===== src/rtl/acc_controller_gen2_pkg.sv =====
// Shared types and constants for the second-generation accumulator controller.
package acc_controller_gen2_pkg;

    localparam int unsigned STATE_W = 4;

    typedef enum logic [STATE_W-1:0] {
        S_IDLE   = 4'd0,
        S_FETCH  = 4'd1,
        S_DECODE = 4'd2,
        S_OPRD   = 4'd3,
        S_EXEC   = 4'd4,
        S_WRITE  = 4'd5,
        S_BRANCH = 4'd6,
        S_TRAP   = 4'd7,
        S_HALT   = 4'd8
    } state_t;

    typedef enum logic [2:0] {
        OP_NOP   = 3'd0,
        OP_LOAD  = 3'd1,
        OP_STORE = 3'd2,
        OP_ADD   = 3'd3,
        OP_SUB   = 3'd4,
        OP_BNZ   = 3'd5,
        OP_JMP   = 3'd6,
        OP_HALT  = 3'd7
    } opc_t;

endpackage


===== src/rtl/acc_controller_gen2_if.sv =====
// Controller <-> datapath signal bundle: status inputs in, register/memory strobes out.
interface acc_controller_gen2_if #(
    parameter int unsigned OPC_W = 4
);
    import acc_controller_gen2_pkg::*;

    logic             CLR;
    logic [OPC_W-1:0] OPCODE;
    logic             ZERO;
    logic             OVERFLOW;
    logic             MEM_RDY;

    logic             ADDSUB;
    logic             LD_SRC;
    logic             CL_AC;
    logic             LD_AC;
    logic             LD_D;
    logic             LD_IR;
    logic             LD_PC;
    logic             PC_CNT;
    logic             PC_VEC;
    logic             MEM_EN;
    logic             RORW;
    logic             DORPC;
    logic             TRAP_FLAG;
    logic             HALTED;
    logic [STATE_W-1:0] STATE;

    modport master (
        input  CLR, OPCODE, ZERO, OVERFLOW, MEM_RDY,
        output ADDSUB, LD_SRC, CL_AC, LD_AC, LD_D, LD_IR, LD_PC, PC_CNT,
               PC_VEC, MEM_EN, RORW, DORPC, TRAP_FLAG, HALTED, STATE
    );

    modport slave (
        output CLR, OPCODE, ZERO, OVERFLOW, MEM_RDY,
        input  ADDSUB, LD_SRC, CL_AC, LD_AC, LD_D, LD_IR, LD_PC, PC_CNT,
               PC_VEC, MEM_EN, RORW, DORPC, TRAP_FLAG, HALTED, STATE
    );

endinterface


===== src/rtl/acc_controller_gen2_mem_wait_timer.sv =====
// Counts consecutive MEM_RDY-low cycles in a memory wait state; expire_o fires on
// the MEM_TIMEOUT-th such cycle unless the access completes in that same cycle.
module mem_wait_timer #(
    parameter int unsigned MEM_TIMEOUT = 15
) (
    input  logic clk,
    input  logic rst_n,
    input  logic wait_i,
    input  logic rdy_i,
    output logic expire_o
);

    localparam int unsigned CNT_W = (MEM_TIMEOUT > 1) ? $clog2(MEM_TIMEOUT + 1) : 1;
    localparam logic [CNT_W-1:0] LAST = CNT_W'(MEM_TIMEOUT - 1);

    logic [CNT_W-1:0] cnt_q, cnt_d;
    logic             stall;

    always_comb begin
        stall    = wait_i && !rdy_i && (MEM_TIMEOUT != 0);
        expire_o = stall && (cnt_q == LAST);
        cnt_d    = '0;
        if (stall && !expire_o) begin
            cnt_d = cnt_q + 1'b1;
        end
    end

    always_ff @(posedge clk or negedge rst_n) begin
        if (!rst_n) begin
            cnt_q <= '0;
        end else begin
            cnt_q <= cnt_d;
        end
    end

endmodule


===== src/rtl/acc_controller_gen2.sv =====
// Accumulator control FSM: decoded-opcode sequencing, memory wait handshake with
// timeout, overflow/illegal-opcode traps and a sticky trap flag.
module acc_controller_gen2
    import acc_controller_gen2_pkg::*;
#(
    parameter int unsigned OPC_W       = 4,
    parameter int unsigned MEM_TIMEOUT = 15,
    parameter bit          TRAP_ON_OVF = 1'b1
) (
    input  logic                 CLK,
    input  logic                 RESET_N,
    acc_controller_gen2_if.master bus
);

    state_t state_q, state_d;
    logic   flag_q, flag_d;
    logic   arm_q;
    logic   expire;
    logic   in_wait;
    logic   illegal;
    opc_t   op;

    assign op      = opc_t'(bus.OPCODE[2:0]);
    assign illegal = (OPC_W > 3) && ((bus.OPCODE >> 3) != '0);
    assign in_wait = (state_q == S_FETCH) || (state_q == S_OPRD) || (state_q == S_WRITE);

    mem_wait_timer #(.MEM_TIMEOUT(MEM_TIMEOUT)) u_timer (
        .clk      (CLK),
        .rst_n    (RESET_N),
        .wait_i   (in_wait),
        .rdy_i    (bus.MEM_RDY),
        .expire_o (expire)
    );

    // arm_q holds IDLE for one extra cycle after reset release, so the first
    // FETCH lands on the second rising edge.
    always_ff @(posedge CLK or negedge RESET_N) begin
        if (!RESET_N) begin
            state_q <= S_IDLE;
            flag_q  <= 1'b0;
            arm_q   <= 1'b0;
        end else begin
            state_q <= state_d;
            flag_q  <= flag_d;
            arm_q   <= 1'b1;
        end
    end

    always_comb begin
        state_d    = state_q;
        flag_d     = flag_q;
        bus.ADDSUB = 1'b0;
        bus.LD_SRC = 1'b0;
        bus.CL_AC  = 1'b0;
        bus.LD_AC  = 1'b0;
        bus.LD_D   = 1'b0;
        bus.LD_IR  = 1'b0;
        bus.LD_PC  = 1'b0;
        bus.PC_CNT = 1'b0;
        bus.PC_VEC = 1'b0;
        bus.MEM_EN = 1'b0;
        bus.RORW   = 1'b0;
        bus.DORPC  = 1'b0;

        unique case (state_q)
            S_IDLE: begin
                bus.CL_AC = 1'b1;
                if (arm_q) state_d = S_FETCH;
            end
            S_FETCH: begin
                bus.MEM_EN = 1'b1;
                bus.RORW   = 1'b1;
                if (bus.CLR) begin
                    bus.CL_AC = 1'b1;
                    flag_d    = 1'b0;
                end
                if (bus.MEM_RDY) begin
                    bus.LD_IR  = 1'b1;
                    bus.PC_CNT = 1'b1;
                    state_d    = S_DECODE;
                end else if (expire) begin
                    state_d = S_TRAP;
                end
            end
            S_DECODE: begin
                if (illegal) begin
                    state_d = S_TRAP;
                end else begin
                    unique case (op)
                        OP_NOP:                  state_d = S_FETCH;
                        OP_LOAD, OP_ADD, OP_SUB: state_d = S_OPRD;
                        OP_STORE:                state_d = S_WRITE;
                        OP_BNZ:                  state_d = bus.ZERO ? S_FETCH : S_BRANCH;
                        OP_JMP:                  state_d = S_BRANCH;
                        OP_HALT:                 state_d = S_HALT;
                        default:                 state_d = S_TRAP;
                    endcase
                end
            end
            S_OPRD: begin
                bus.MEM_EN = 1'b1;
                bus.RORW   = 1'b1;
                bus.DORPC  = 1'b1;
                if (bus.MEM_RDY) begin
                    bus.LD_D = 1'b1;
                    state_d  = S_EXEC;
                end else if (expire) begin
                    state_d = S_TRAP;
                end
            end
            S_EXEC: begin
                bus.LD_AC  = 1'b1;
                bus.ADDSUB = (op == OP_SUB);
                bus.LD_SRC = (op == OP_LOAD);
                if (bus.OVERFLOW && TRAP_ON_OVF && (op == OP_ADD || op == OP_SUB)) begin
                    state_d = S_TRAP;
                end else begin
                    state_d = S_FETCH;
                end
            end
            S_WRITE: begin
                bus.MEM_EN = 1'b1;
                bus.DORPC  = 1'b1;
                if (bus.MEM_RDY) begin
                    state_d = S_FETCH;
                end else if (expire) begin
                    state_d = S_TRAP;
                end
            end
            S_BRANCH: begin
                bus.LD_PC = 1'b1;
                state_d   = S_FETCH;
            end
            S_TRAP: begin
                bus.LD_PC  = 1'b1;
                bus.PC_VEC = 1'b1;
                state_d    = S_FETCH;
            end
            S_HALT: begin
                state_d = S_HALT;
            end
            default: begin
                state_d = S_IDLE;
            end
        endcase

        // Flag is registered alongside the state, so it reads 1 from the TRAP cycle on.
        if (state_d == S_TRAP) flag_d = 1'b1;
    end

    assign bus.TRAP_FLAG = flag_q;
    assign bus.HALTED    = (state_q == S_HALT);
    assign bus.STATE     = state_q;

endmodule


===== src/flat_wrapper.sv =====
// flat-port wrapper written by rule: the top's interface ports become plain ports
module acc_controller_gen2_flat import acc_controller_gen2_pkg::*;
#(
    parameter int unsigned OPC_W       = 4,
    parameter int unsigned MEM_TIMEOUT = 15,
    parameter bit          TRAP_ON_OVF = 1'b1
)
  (CLK, RESET_N, bus_CLR, bus_OPCODE, bus_ZERO, bus_OVERFLOW, bus_MEM_RDY, bus_ADDSUB, bus_LD_SRC, bus_CL_AC, bus_LD_AC, bus_LD_D, bus_LD_IR, bus_LD_PC, bus_PC_CNT, bus_PC_VEC, bus_MEM_EN, bus_RORW, bus_DORPC, bus_TRAP_FLAG, bus_HALTED, bus_STATE);
  acc_controller_gen2_if #(.OPC_W(OPC_W)) bus_i ();
  input  logic CLK;
  input  logic RESET_N;
  input wire logic [$bits(bus_i.CLR)-1:0] bus_CLR;
  input wire logic [$bits(bus_i.OPCODE)-1:0] bus_OPCODE;
  input wire logic [$bits(bus_i.ZERO)-1:0] bus_ZERO;
  input wire logic [$bits(bus_i.OVERFLOW)-1:0] bus_OVERFLOW;
  input wire logic [$bits(bus_i.MEM_RDY)-1:0] bus_MEM_RDY;
  output wire logic [$bits(bus_i.ADDSUB)-1:0] bus_ADDSUB;
  output wire logic [$bits(bus_i.LD_SRC)-1:0] bus_LD_SRC;
  output wire logic [$bits(bus_i.CL_AC)-1:0] bus_CL_AC;
  output wire logic [$bits(bus_i.LD_AC)-1:0] bus_LD_AC;
  output wire logic [$bits(bus_i.LD_D)-1:0] bus_LD_D;
  output wire logic [$bits(bus_i.LD_IR)-1:0] bus_LD_IR;
  output wire logic [$bits(bus_i.LD_PC)-1:0] bus_LD_PC;
  output wire logic [$bits(bus_i.PC_CNT)-1:0] bus_PC_CNT;
  output wire logic [$bits(bus_i.PC_VEC)-1:0] bus_PC_VEC;
  output wire logic [$bits(bus_i.MEM_EN)-1:0] bus_MEM_EN;
  output wire logic [$bits(bus_i.RORW)-1:0] bus_RORW;
  output wire logic [$bits(bus_i.DORPC)-1:0] bus_DORPC;
  output wire logic [$bits(bus_i.TRAP_FLAG)-1:0] bus_TRAP_FLAG;
  output wire logic [$bits(bus_i.HALTED)-1:0] bus_HALTED;
  output wire logic [$bits(bus_i.STATE)-1:0] bus_STATE;
  assign bus_i.CLR = bus_CLR;
  assign bus_i.OPCODE = bus_OPCODE;
  assign bus_i.ZERO = bus_ZERO;
  assign bus_i.OVERFLOW = bus_OVERFLOW;
  assign bus_i.MEM_RDY = bus_MEM_RDY;
  assign bus_ADDSUB = bus_i.ADDSUB;
  assign bus_LD_SRC = bus_i.LD_SRC;
  assign bus_CL_AC = bus_i.CL_AC;
  assign bus_LD_AC = bus_i.LD_AC;
  assign bus_LD_D = bus_i.LD_D;
  assign bus_LD_IR = bus_i.LD_IR;
  assign bus_LD_PC = bus_i.LD_PC;
  assign bus_PC_CNT = bus_i.PC_CNT;
  assign bus_PC_VEC = bus_i.PC_VEC;
  assign bus_MEM_EN = bus_i.MEM_EN;
  assign bus_RORW = bus_i.RORW;
  assign bus_DORPC = bus_i.DORPC;
  assign bus_TRAP_FLAG = bus_i.TRAP_FLAG;
  assign bus_HALTED = bus_i.HALTED;
  assign bus_STATE = bus_i.STATE;
  acc_controller_gen2 #(.OPC_W(OPC_W), .MEM_TIMEOUT(MEM_TIMEOUT), .TRAP_ON_OVF(TRAP_ON_OVF)) u_core (.CLK(CLK), .RESET_N(RESET_N), .bus(bus_i));
endmodule

===== config.mk =====
export PLATFORM = sky130hd
export DESIGN_NAME = acc_controller_gen2_flat
export DESIGN_NICKNAME = d
export VERILOG_FILES = /design/src/rtl/acc_controller_gen2_pkg.sv /design/src/rtl/acc_controller_gen2_if.sv /design/src/rtl/acc_controller_gen2_mem_wait_timer.sv /design/src/rtl/acc_controller_gen2.sv /design/src/flat_wrapper.sv
export SDC_FILE = /design/constraint.sdc
export NUM_CORES = 1
export LEC_CHECK = 0
export BUFFER_PORTS_ARGS = -buffer_cell sky130_fd_sc_hd__buf_2
export CAP_MARGIN = 20
export CORE_UTILIZATION = 51
export DETAILED_ROUTE_END_ITERATION = 8
export GPL_TIMING_DRIVEN = 1
export HOLD_SLACK_MARGIN = 0.15
export PLACE_DENSITY = 0.85
export SYNTH_ARGS = -nofsm -noshare
export SYNTH_HDL_FRONTEND = slang
export SYNTH_SLANG_ARGS = --single-unit

===== constraint.sdc =====
create_clock -name CLK -period 3.7 [get_ports CLK]
set_input_delay 0.185 -clock CLK [delete_from_list [all_inputs] [get_ports CLK]]
set_output_delay 0.185 -clock CLK [all_outputs]
set_load 0.005 [all_outputs]

# --- Yosys cells after proc, flatten, opt, wreduce, memory -nomap -nowiden ---
# Index checks and enable logic that the tools add are counted.
word_totals:
  regBits: 10
  latch_bits: 0
  ram_bits: 0
  romBits: 0
  memories: 0
classes:
  n_addsub: 1
  n_mul: 0
  n_div: 0
  order_cmp: 0
  n_eq_ne: 17
  n_shift: 0
  n_mux: 27
  bitwise_logic: 0
  n_reduce_logical: 19
op_table:
  columns: ["operator", "count"]
  rows:
  - ["4-bit one-hot mux with 8 select lines", 1]
  - ["4-bit two-way mux", 7]
  - ["4-bit one-hot mux with 6 select lines", 1]
  - ["4-bit by 3-bit == test with 1-bit output (second input constant)", 5]
  - ["1-bit two-way mux", 15]
  - ["3-bit == test (second input constant)", 4]
  - ["4-bit by 2-bit == test with 1-bit output (second input constant)", 2]
  - ["4-bit == test (second input constant)", 2]
  - ["3-bit by 2-bit == test with 1-bit output (second input constant)", 2]
  - ["3-bit two-way mux", 2]
  - ["2-bit OR reduction", 3]
  - ["3-bit OR reduction", 2]
  - ["4-bit by 1-bit adder with 4-bit output (second input constant)", 1]
  - ["4-bit by 1-bit == test with 1-bit output (second input constant)", 1]
  - ["1-bit logical AND", 4]
  - ["4-bit zero test", 1]
  - ["2-bit nonzero test", 2]
  - ["3-bit by 1-bit == test with 1-bit output (second input constant)", 1]
  - ["3-bit zero test", 1]
  - ["1-bit logical OR", 3]
  - ["1-bit zero test", 2]
  - ["1-bit one-hot mux with 2 select lines", 1]
  - ["2-bit AND reduction", 1]

# --- Longest topological paths before layout ---
# Gate-level depths: netlist of run 1.
logic_depth:
  depth_word: 11
  mapped_depth: 7
  depth_no_buf: 6

# --- Cells and area by module ---
# From an unflattened synthesis of run 1, not the netlist that was laid out.
hier_totals:
  cells_unflattened: 72
  hier_area_um2: 693.2
by_module_without_submodules:
  columns: ["module", "n_inst", "cells_each", "area_per_inst_um2", "seq_area_each_um2"]
  rows:
  - ["acc_controller_gen2", 1, 55, 506.7, 150.1]
  - ["mem_wait_timer", 1, 17, 186.4, 100.1]

# --- Worst setup path after synthesis of run 1 ---
# OpenSTA, ideal clock, no wires.
synth_path:
  kind: "register to output"
  from: "reg u_core.state_q[3] (netlist: u_core.bus.STATE[3])"
  to: "out bus_PC_CNT"
  arrival_ns: 1.280
  setup_slack_ns: 2.235
  path_stages_with_launch: 4
  path_cell_list: "dfrtp_1 nand2b_1 nor4b_1 buf_4"
synth_via:
  elab_chain_cells: 2
synth_lines:
  columns: ["item", "line", "rtl"]
  rows:
  - ["start, declared", "acc_controller_gen2.sv:15", "state_t state_q, state_d;"]
  - ["start signal, assigned", "acc_controller_gen2.sv:43", "state_q <= state_d;"]
  - ["4-bit by 1-bit == test with 1-bit output", null, null]
  - ["1-bit two-way mux", null, null]
  - ["end, declared", "flat_wrapper.sv:24", "output wire logic [$bits(bus_i.PC_CNT)-1:0] bus_PC_CNT;"]
# No other way between the ends.

# --- Final worst setup path of run 1 ---
layout_path:
  from: "reg u_core.state_q[2] (netlist: u_core.bus.STATE[2])"
  to: "out bus_ADDSUB"
layout_via:
  elab_chain_cells: 2
layout_lines:
  columns: ["item", "line", "rtl"]
  rows:
  - ["4-bit by 3-bit == test with 1-bit output", "acc_controller_gen2.sv:65", "unique case (state_q)"]
  - ["1-bit two-way mux", "acc_controller_gen2.sv:65", null]
  - ["end, declared", "flat_wrapper.sv:17", "output wire logic [$bits(bus_i.ADDSUB)-1:0] bus_ADDSUB;"]
# No other way between the ends.

==> flow_metrics.tcl, run 1 <==
set metrics [dict create \
    rsz0062_at_grt "false" \
    drt_iter0_drc 28 \
    synth-seq-cells 10 \
    tns_ns 0 \
    critPathLaunchType "register" \
    hold_slack_ns 0.2694 \
    gp_congestion 0.7405 \
    post-cts-setup-buffers 0 \
    fin_skew_ns 0.0004485 \
    ys.flop_type "dfrtp_1" \
    grt_pass1_wl_um 2311 \
    yosys_warnings 0 \
    power_leakage_nw 0.4563 \
    finalCritPeriodShare 0.5201 \
    clk_latency_ns 0.24 \
    drive_gt1_frac 0.3592 \
    min_period_ns 1.924 \
    cp.arrival_ns 1.74 \
    vias 707 \
    drc_errors 0 \
    maxCapViolations 0 \
    path_delay_family "simple AND/OR/NAND/NOR gates" \
    hp-class "in2reg" \
    path_clk_slew_ns 0.05 \
    cts.sinks 10 \
    grt_max_degree 18 \
    register_area_sq_um 250.2 \
    end_kind "primary output" \
    multi_input_area_sq_um 439.2 \
    power.density_nw_per_um2 569.5 \
    clock_path_buffers 2 \
    initial_core_util 0.5629 \
    port_buffers 27 \
    drt_first_pass_iters 4 \
    dp_hpwl_um 1238 \
    cp.required_ns 3.51 \
    irDropWorstVdd_v 0.0004856 \
    wl_um 1664 \
    yosysSeqAreaShare 0.3333 \
    grt_pass1_vias 557 \
    core-area_sq_um 1334 \
    grt_overflow 0 \
    fp-row-count 13 \
    synthArstFlopShare 1.000 \
    cts.htree.levels 1 \
    die_x_um 40.37 \
    syn2layout_area_growth_pct 18.67 \
    clock.fmax_mhz 519.6 \
    max_stage_delay_ns 0.60 \
    grt_use_total 0.2125 \
    fp.dieArea_sq_um 1629 \
    nets 117 \
    diodes 0 \
    path_cells "nor2b_2 > nand2_1 > nor4b_1 > buf_2" \
    antenna_found_initial 0 \
    synth_edf_count 0 \
    ant_nets 0 \
    syn-cell-area_sq_um 750.7 \
    synth.distinct_cells 43 \
    slowest_stage "dfrtp_1" \
    synth.avg_cell_area_sq_um 9.750 \
    fin_util 0.6679 \
    die_h_um 40.37 \
    status "finished, final reports clean" \
    cp_num_buf_inv 1 \
    num_io_pins 28 \
    final_max_slew_viol_count 0 \
    hold_viol 0 \
    synth_fp_nets 89 \
    path_class "reg2out" \
    root_buffer "clkbuf_4" \
    critical_path.max_fanout 15 \
    routedWlPerCell_um 14.10 \
    vias_per_cell 5.992 \
    syn_inst 77 \
    p_total_uw 507.3 \
    cts-buffers-inserted 3 \
    nFillCells 117 \
    finalSetupViolations 0 \
    cts_tree "done" \
    placed_cell_area_sq_um 858.3 \
    final_cell_area_sq_um 890.9 \
]
cells in the mapped netlist (2+ instances only):
library cell	n	area [sq um]
o211ai_1	2	15.01
nand3_1	3	15.01
nor2b_1	3	18.77
nand2b_1	2	12.51
o21ai_0	2	10.01
nor3_1	2	10.01
a21oi_1	2	10.01
dfrtp_1	10	250.2
inv_1	4	15.01
buf_6	3	33.78
ha_1	2	25.02
nor2_1	6	22.52
nor4b_1	4	35.03
or2b_2	2	17.52
o211ai_2	2	25.02
per-stage QoR:
step | worst slack (ns) | cells
floorplan | 2.235 | 77
global placement | 2.191 | 114
detailed placement | 2.068 | 114
finish | 1.776 | 118
CTS | 1.786 | 118
global route | 1.635 | 118
cells in the final DEF (no fill, tap or decap), types with 2 or more instances in the layout:
cell type,instances
nand2b_1,2
nand3_1,3
nor4b_1,4
nor2_1,6
buf_2,27
a21oi_1,2
o211ai_1,2
inv_1,4
dfrtp_1,10
o21ai_0,2
nor3_1,2
nor2b_1,3
or2b_2,2
clkbuf_4,3
o211ai_2,2
ha_1,2
routing by layer:
layer	GRT usage	wire [um]
met3	0.03333	69
met1	0.2807	744
met4	0.03333	0
met5	0	0
met2	0.3690	850
worst register-to-register path, delay by kind of cell, from the launching register on:
kind                   cells  cell delay [ns]
flip-flops                 1             0.53
AO/OA/AOI/OAI              2             0.33
AND/OR/NAND/NOR            3             0.52
buffers and inverters      1             0.07
area by class of cell:
type,count,share of cell area
tap,15,0.02107
inverter,4,0.01685
sequential,10,0.2809
multi-input combinational,58,0.4930
timing repair buffer,28,0.1629
clock buffer,3,0.02528
state kept, by name (all words and copies together) (netlist names):
name,cells
u_core.u_timer.cnt_q,4
u_core.bus.STATE,4
u_core.bus.TRAP_FLAG,1
u_core.arm_q,1
power breakdown:
part           switching [mW]  leakage (nW)  internal, mW  total [mW]
Clock                  0.0282        0.0138        0.0370      0.0653
Combinational           0.116         0.313         0.126       0.242
Sequential             0.0631         0.129         0.137       0.200
cells by family (layout without fill, tap and decap cells):
group | after synthesis | count (layout) | synth area share
XOR/XNOR | 2 | 2 | 0.02334
AND/OR/NAND/NOR | 37 | 37 | 0.3500
flip-flops | 10 | 10 | 0.3333
other | 1 | 1 | 0.004995
adder cells (fa/ha/maj) | 2 | 2 | 0.03333
AO/OA/AOI/OAI | 16 | 16 | 0.1733
buffers and inverters | 9 | 35 | 0.08165
final timing paths:
check                                   startpoint                      end  slack, ns  cells after the start
setup / recovery               u_core.bus.STATE[2]               bus_ADDSUB       1.78                      4
hold / removal                        bus_OVERFLOW      u_core.bus.STATE[1]       0.27                      3
setup reg to reg               u_core.bus.STATE[2]     u_core.bus.TRAP_FLAG       2.13                      6
hold reg to reg            u_core.u_timer.cnt_q[0]  u_core.u_timer.cnt_q[0]       0.49                      1
max in group asynchronous                  RESET_N     u_core.bus.TRAP_FLAG       3.18                      2
min in group asynchronous                  RESET_N      u_core.bus.STATE[3]       0.34                      2
repair_timing:
item / CTS / global route
endpoints found under the hold margin: 10 / 0
hold buffers: 1 / 0
gates resized for setup: 0 / 0
(Power assumes the default switching activity.)
==> run 2: changes to the inputs <==
- CORE_UTILIZATION: 51 -> 47
- PLACE_DENSITY: 0.85 -> 0.8
- clock period: 3.7 -> 1.9 ns (I/O delays scaled with it)
==> run 2 against run 1 <==
  * Global-route usage decreased by 1.9 points
  * Register-to-register slack got worse by 1.8 ns
  * First-iteration DRC count unchanged
  * Utilization decreased by 7.5 points
  * Design area increased by 0.28%
  * Non-clock buffer count unchanged
  * Worst hold slack got worse by 0.098 ns
  * Critical path type unchanged
  * Clock power increased by 100%
  * Clock skew increased by 0.0031 ns
  * Critical path depth decreased by 1
  * Combinational power increased by 94%
==> flow_metrics.tcl, run 2 (synthesized netlist as in run 1, its figures left out) <==
set metrics [dict create \
    die_h_um 41.97 \
    maxCapViolations 0 \
    cts_tree "done" \
    power_leakage_nw 0.4549 \
    dp.cells 115 \
    fin_skew_ns 0.003503 \
    root_buffer "clkbuf_4" \
    syn2layout_area_growth_pct 19.00 \
    end_kind "primary output" \
    fp-row-count 14 \
    rsz0062_at_grt "false" \
    core-area_sq_um 1506 \
    status "finished, final reports clean" \
    dp_hpwl_um 1184 \
    clock_path_buffers 2 \
    clock.fmax_mhz 591.8 \
    ant_nets 0 \
    finalCritPeriodShare 0.8893 \
    final_max_slew_viol_count 0 \
    min_period_ns 1.690 \
    path_class "reg2out" \
    cts-buffers-inserted 3 \
    cts.htree.levels 1 \
    clk_latency_ns 0.25 \
    irDropWorstVdd_v 0.0006116 \
    drt_first_pass_iters 4 \
    worstHoldPathCells 3 \
    rr_startpoint "u_core.bus.STATE[0]" \
    hold_slack_ns 0.1714 \
    diodes 0 \
    hp-class "in2reg" \
    port_buffers 27 \
    layout_common_cells "27 x buf_2, 9 x dfrtp_1, 6 x nor2_1" \
    initial_core_util 0.4983 \
    fp.dieArea_sq_um 1761 \
    power.density_nw_per_um2 1110 \
    vias 671 \
    grt_use_total 0.1934 \
    reg2reg_depth 3 \
    post-cts-setup-buffers 0 \
    grt_pass1_vias 623 \
    reg2reg_to "u_core.bus.TRAP_FLAG" \
    antenna_found_initial 0 \
    drive_gt1_frac 0.3689 \
    mostFrequentLayoutCell "buf_2" \
    hold_viol 0 \
    reg2reg_setup_slack_ns 0.31 \
    grt_overflow 0 \
    vias_per_cell 5.639 \
    cp.arrival_ns 1.59 \
    hold_start "bus_OVERFLOW" \
    grt_max_degree 18 \
    nets 117 \
    num_io_pins 28 \
    grt_pass1_wl_um 2649 \
    die_x_um 41.97 \
    wl_um 1587 \
    min_to "u_core.bus.STATE[1]" \
    path_clk_slew_ns 0.06 \
    tns_ns 0 \
    stdcell_count 119 \
    cts.sinks 10 \
    finalSetupViolations 0 \
    critPathLaunchType "register" \
    cp.required_ns 1.80 \
    drt_iter0_drc 28 \
    drc_errors 0 \
    routedWlPerCell_um 13.34 \
    critical_path.max_fanout 11 \
    gp_congestion 0.8166 \
]
[run 2: cell counts in the layout (fill, tap and decap cells not counted)]
No cell type changed its count.
[run 2: critical path, stage by stage, from the launching register on]
cell      delay (ns)
dfrtp_1         0.56
nand2b_1        0.23
nor4b_1         0.38
buf_2           0.18
[run 2: final cells by class]
type                    instances  area (sq um)
flip-flops and latches         10         251.5
inverters                       4         15.01
fillers                       137         613.1
multi-input cells              58         439.2
well taps                      16         20.02
repair buffers                 28         145.1
clock buffers                   3         22.52
[run 2: what timing repair did]
| item | in CTS | in global routing |
|---|---|---|
| hold endpoints to repair | 10 | 0 |
| hold buffers | 1 | 0 |
| gates resized for setup | 0 | 1 |
| endpoints found under the setup margin | 0 | 1 |
[run 2: per-stage QoR]
stage	worst slack, ns	total power [mW]	util	instance area, sq um
floorplan	0.5021	0.7147	-	750.7
global placement	0.4019	0.8343	0.5706	859.6
detailed placement	0.3448	0.8546	0.5706	859.6
CTS	0.1705	0.9976	0.5922	892.1
global route	0.1152	1.077	0.5930	893.4
finish	0.2103	0.9915	0.5930	893.4
[run 2: routing by layer]
metal	wire length, um	GRT usage	part of all wire
met5	0	0	0
met4	0	0.07742	0
met3	71	0.01304	0.045
met2	725	0.3031	0.46
met1	790	0.2781	0.50
[run 2: worst max-delay path by stage]
stage	startpoint	endpoint	slack, ns
floorplan	u_core.bus.STATE[1]	u_core.bus.TRAP_FLAG	0.50
global placement	u_core.bus.STATE[0]	u_core.bus.TRAP_FLAG	0.40
CTS	u_core.bus.STATE[2]	bus_LD_SRC	0.17
detailed placement	u_core.bus.STATE[0]	u_core.bus.TRAP_FLAG	0.34
finish	u_core.bus.STATE[0]	bus_LD_IR	0.21
global route	u_core.bus.STATE[2]	bus_LD_SRC	0.12
[run 2: power breakdown]
| part | switching, mW | internal, mW |
|---|---|---|
| clock | 0.0601 | 0.0725 |
| combinational | 0.224 | 0.245 |
| sequential | 0.120 | 0.269 |
| total | 0.404 | 0.587 |
==> run 3: changes to the inputs <==
- CORE_UTILIZATION: 47 -> 51
- PLACE_DENSITY: 0.8 -> 0.85
- clock period: 1.9 -> 2 ns (I/O delays scaled with it)
==> run 3 against run 2 <==
  * Sequential power fell by 5.9%
  * Worst hold slack improved by 0.015 ns
  * Largest power group unchanged
  * Sequential share of layout area fell by 0.79 points
  * Design area rose by 2.4%
  * Register-to-register slack improved by 0.14 ns
==> flow_metrics.tcl, run 3 (synthesized netlist as in run 1, its figures left out) <==
set metrics [dict create \
    slowest_stage "dfrtp_1" \
    power_leakage_nw 0.4677 \
    antenna_found_initial 0 \
    reg2reg_depth 3 \
    max_stage_delay_ns 0.58 \
    end_kind "primary output" \
    final_max_slew_viol_count 0 \
    grt_max_degree 18 \
    initial_core_util 0.5629 \
    dp_hpwl_um 1141 \
    cts_tree "done" \
    tns_ns 0 \
    root_buffer "clkbuf_4" \
    gp_congestion 0.8204 \
    power.density_nw_per_um2 1076 \
    finalCritPeriodShare 0.8853 \
    reg2reg_to "u_core.bus.TRAP_FLAG" \
    ant_nets 0 \
    wl_um 1524 \
    cts.htree.levels 1 \
    clk_latency_ns 0.26 \
    status "finished, final reports clean" \
    min_period_ns 1.771 \
    die_x_um 40.37 \
    fp-row-count 13 \
    rr_startpoint "u_core.bus.STATE[0]" \
    cp.required_ns 1.90 \
    pre_cts_ws_ns 0.4826 \
    vias 679 \
    reg2reg_setup_slack_ns 0.45 \
    drt_iter0_drc 16 \
    syn2layout_area_growth_pct 21.83 \
    grt_pass1_wl_um 2297 \
    cp.arrival_ns 1.67 \
    drc_errors 0 \
    cp-startpoint "u_core.bus.STATE[2]" \
    post-cts-setup-buffers 0 \
    rsz0062_at_grt "false" \
    nets 118 \
    path_cells "nor2b_2 > nand2_1 > nor4b_1 > buf_2" \
    cts-buffers-inserted 3 \
    path_class "reg2out" \
    grt_overflow 0 \
    layout_common_cells "27 x buf_2, 10 x dfrtp_1, 6 x nor2_1" \
    irDropWorstVdd_v 0.0006196 \
    port_buffers 27 \
    path_clk_slew_ns 0.07 \
    worstSetupEndpoint "bus_LD_SRC" \
    die_h_um 40.37 \
    drt_first_pass_iters 3 \
    fin_skew_ns 0.003269 \
    num_io_pins 28 \
    routedWlPerCell_um 12.70 \
    diodes 0 \
    fp.dieArea_sq_um 1629 \
    clock_path_buffers 2 \
    clock.fmax_mhz 564.8 \
    drive_gt1_frac 0.3619 \
    maxCapViolations 0 \
    grt_use_total 0.2132 \
    core-area_sq_um 1334 \
    critPathLaunchType "register" \
    mostFrequentLayoutCell "buf_2" \
    vias_per_cell 5.658 \
    hp-class "in2reg" \
    hold_viol 0 \
    critical_path.max_fanout 15 \
    grt_pass1_vias 565 \
    finalSetupViolations 0 \
    setup_ws_ns 0.2293 \
    cts.sinks 10 \
]
run 3: layer usage:
layer  global-route usage  share of wire  up-vias
li1                     -              -      341
met1               0.2962           0.50      320
met2               0.3214           0.45       16
met3              0.03333          0.040        2
met4               0.1000         0.0033        0
met5                    0              0        -
run 3: report_power, final:
| part | internal, mW | switching, mW | leakage (nW) |
|---|---|---|---|
| sequential | 0.254 | 0.112 | 0.129 |
| clock | 0.110 | 0.0672 | 0.0210 |
| combinational | 0.233 | 0.207 | 0.318 |
| total | 0.597 | 0.387 | 0.468 |
run 3: layout make-up:
| type | count | area [sq um] |
|---|---|---|
| Inverter | 4 | 15.01 |
| Multi-Input combinational cell | 58 | 439.2 |
| Sequential cell | 10 | 250.2 |
| Tap cell | 15 | 18.77 |
| Clock buffer | 4 | 36.28 |
| Fill cell | 117 | 419.2 |
| Timing Repair Buffer | 29 | 155.1 |
run 3: critical path, delay by kind of cell (launching register included):
family                 cells  cell delay, ns
buffers and inverters      1            0.16
DFF                        1            0.58
and+or+nand+nor            3            0.67
run 3: repair_timing:
item                      CTS  global route
hold endpoints to repair   11             0
hold buffers                2             0
resized for setup           0             0
run 3: worst min-delay path by stage:
stage	startpoint	cells after the start	slack (ns)	to
3_5_place_dp	RESET_N	1	-0.03	u_core.u_timer.cnt_q[3]
5_1_grt	bus_OPCODE[3]	3	0.19	u_core.bus.STATE[2]
2_1_floorplan	RESET_N	0	-0.20	u_core.arm_q
4_1_cts	bus_OPCODE[2]	2	0.17	u_core.bus.STATE[3]
6_report	bus_OPCODE[3]	3	0.19	u_core.bus.STATE[2]
3_3_place_gp	RESET_N	1	-0.04	u_core.u_timer.cnt_q[3]
run 3: per-stage QoR:
stage	util	hold slack, ns	power, mW	area, sq um	instances
final	0.6857	0.1860	0.9838	914.6	120
after CTS	0.6857	0.1686	0.9928	914.6	120
after detailed placement	0.6435	-0.03451	0.8038	858.3	114
after global placement	0.6435	-0.03798	0.7921	858.3	114
after floorplan	-	-0.1956	0.6790	750.7	77
after global routing	0.6857	0.1893	1.076	914.6	120
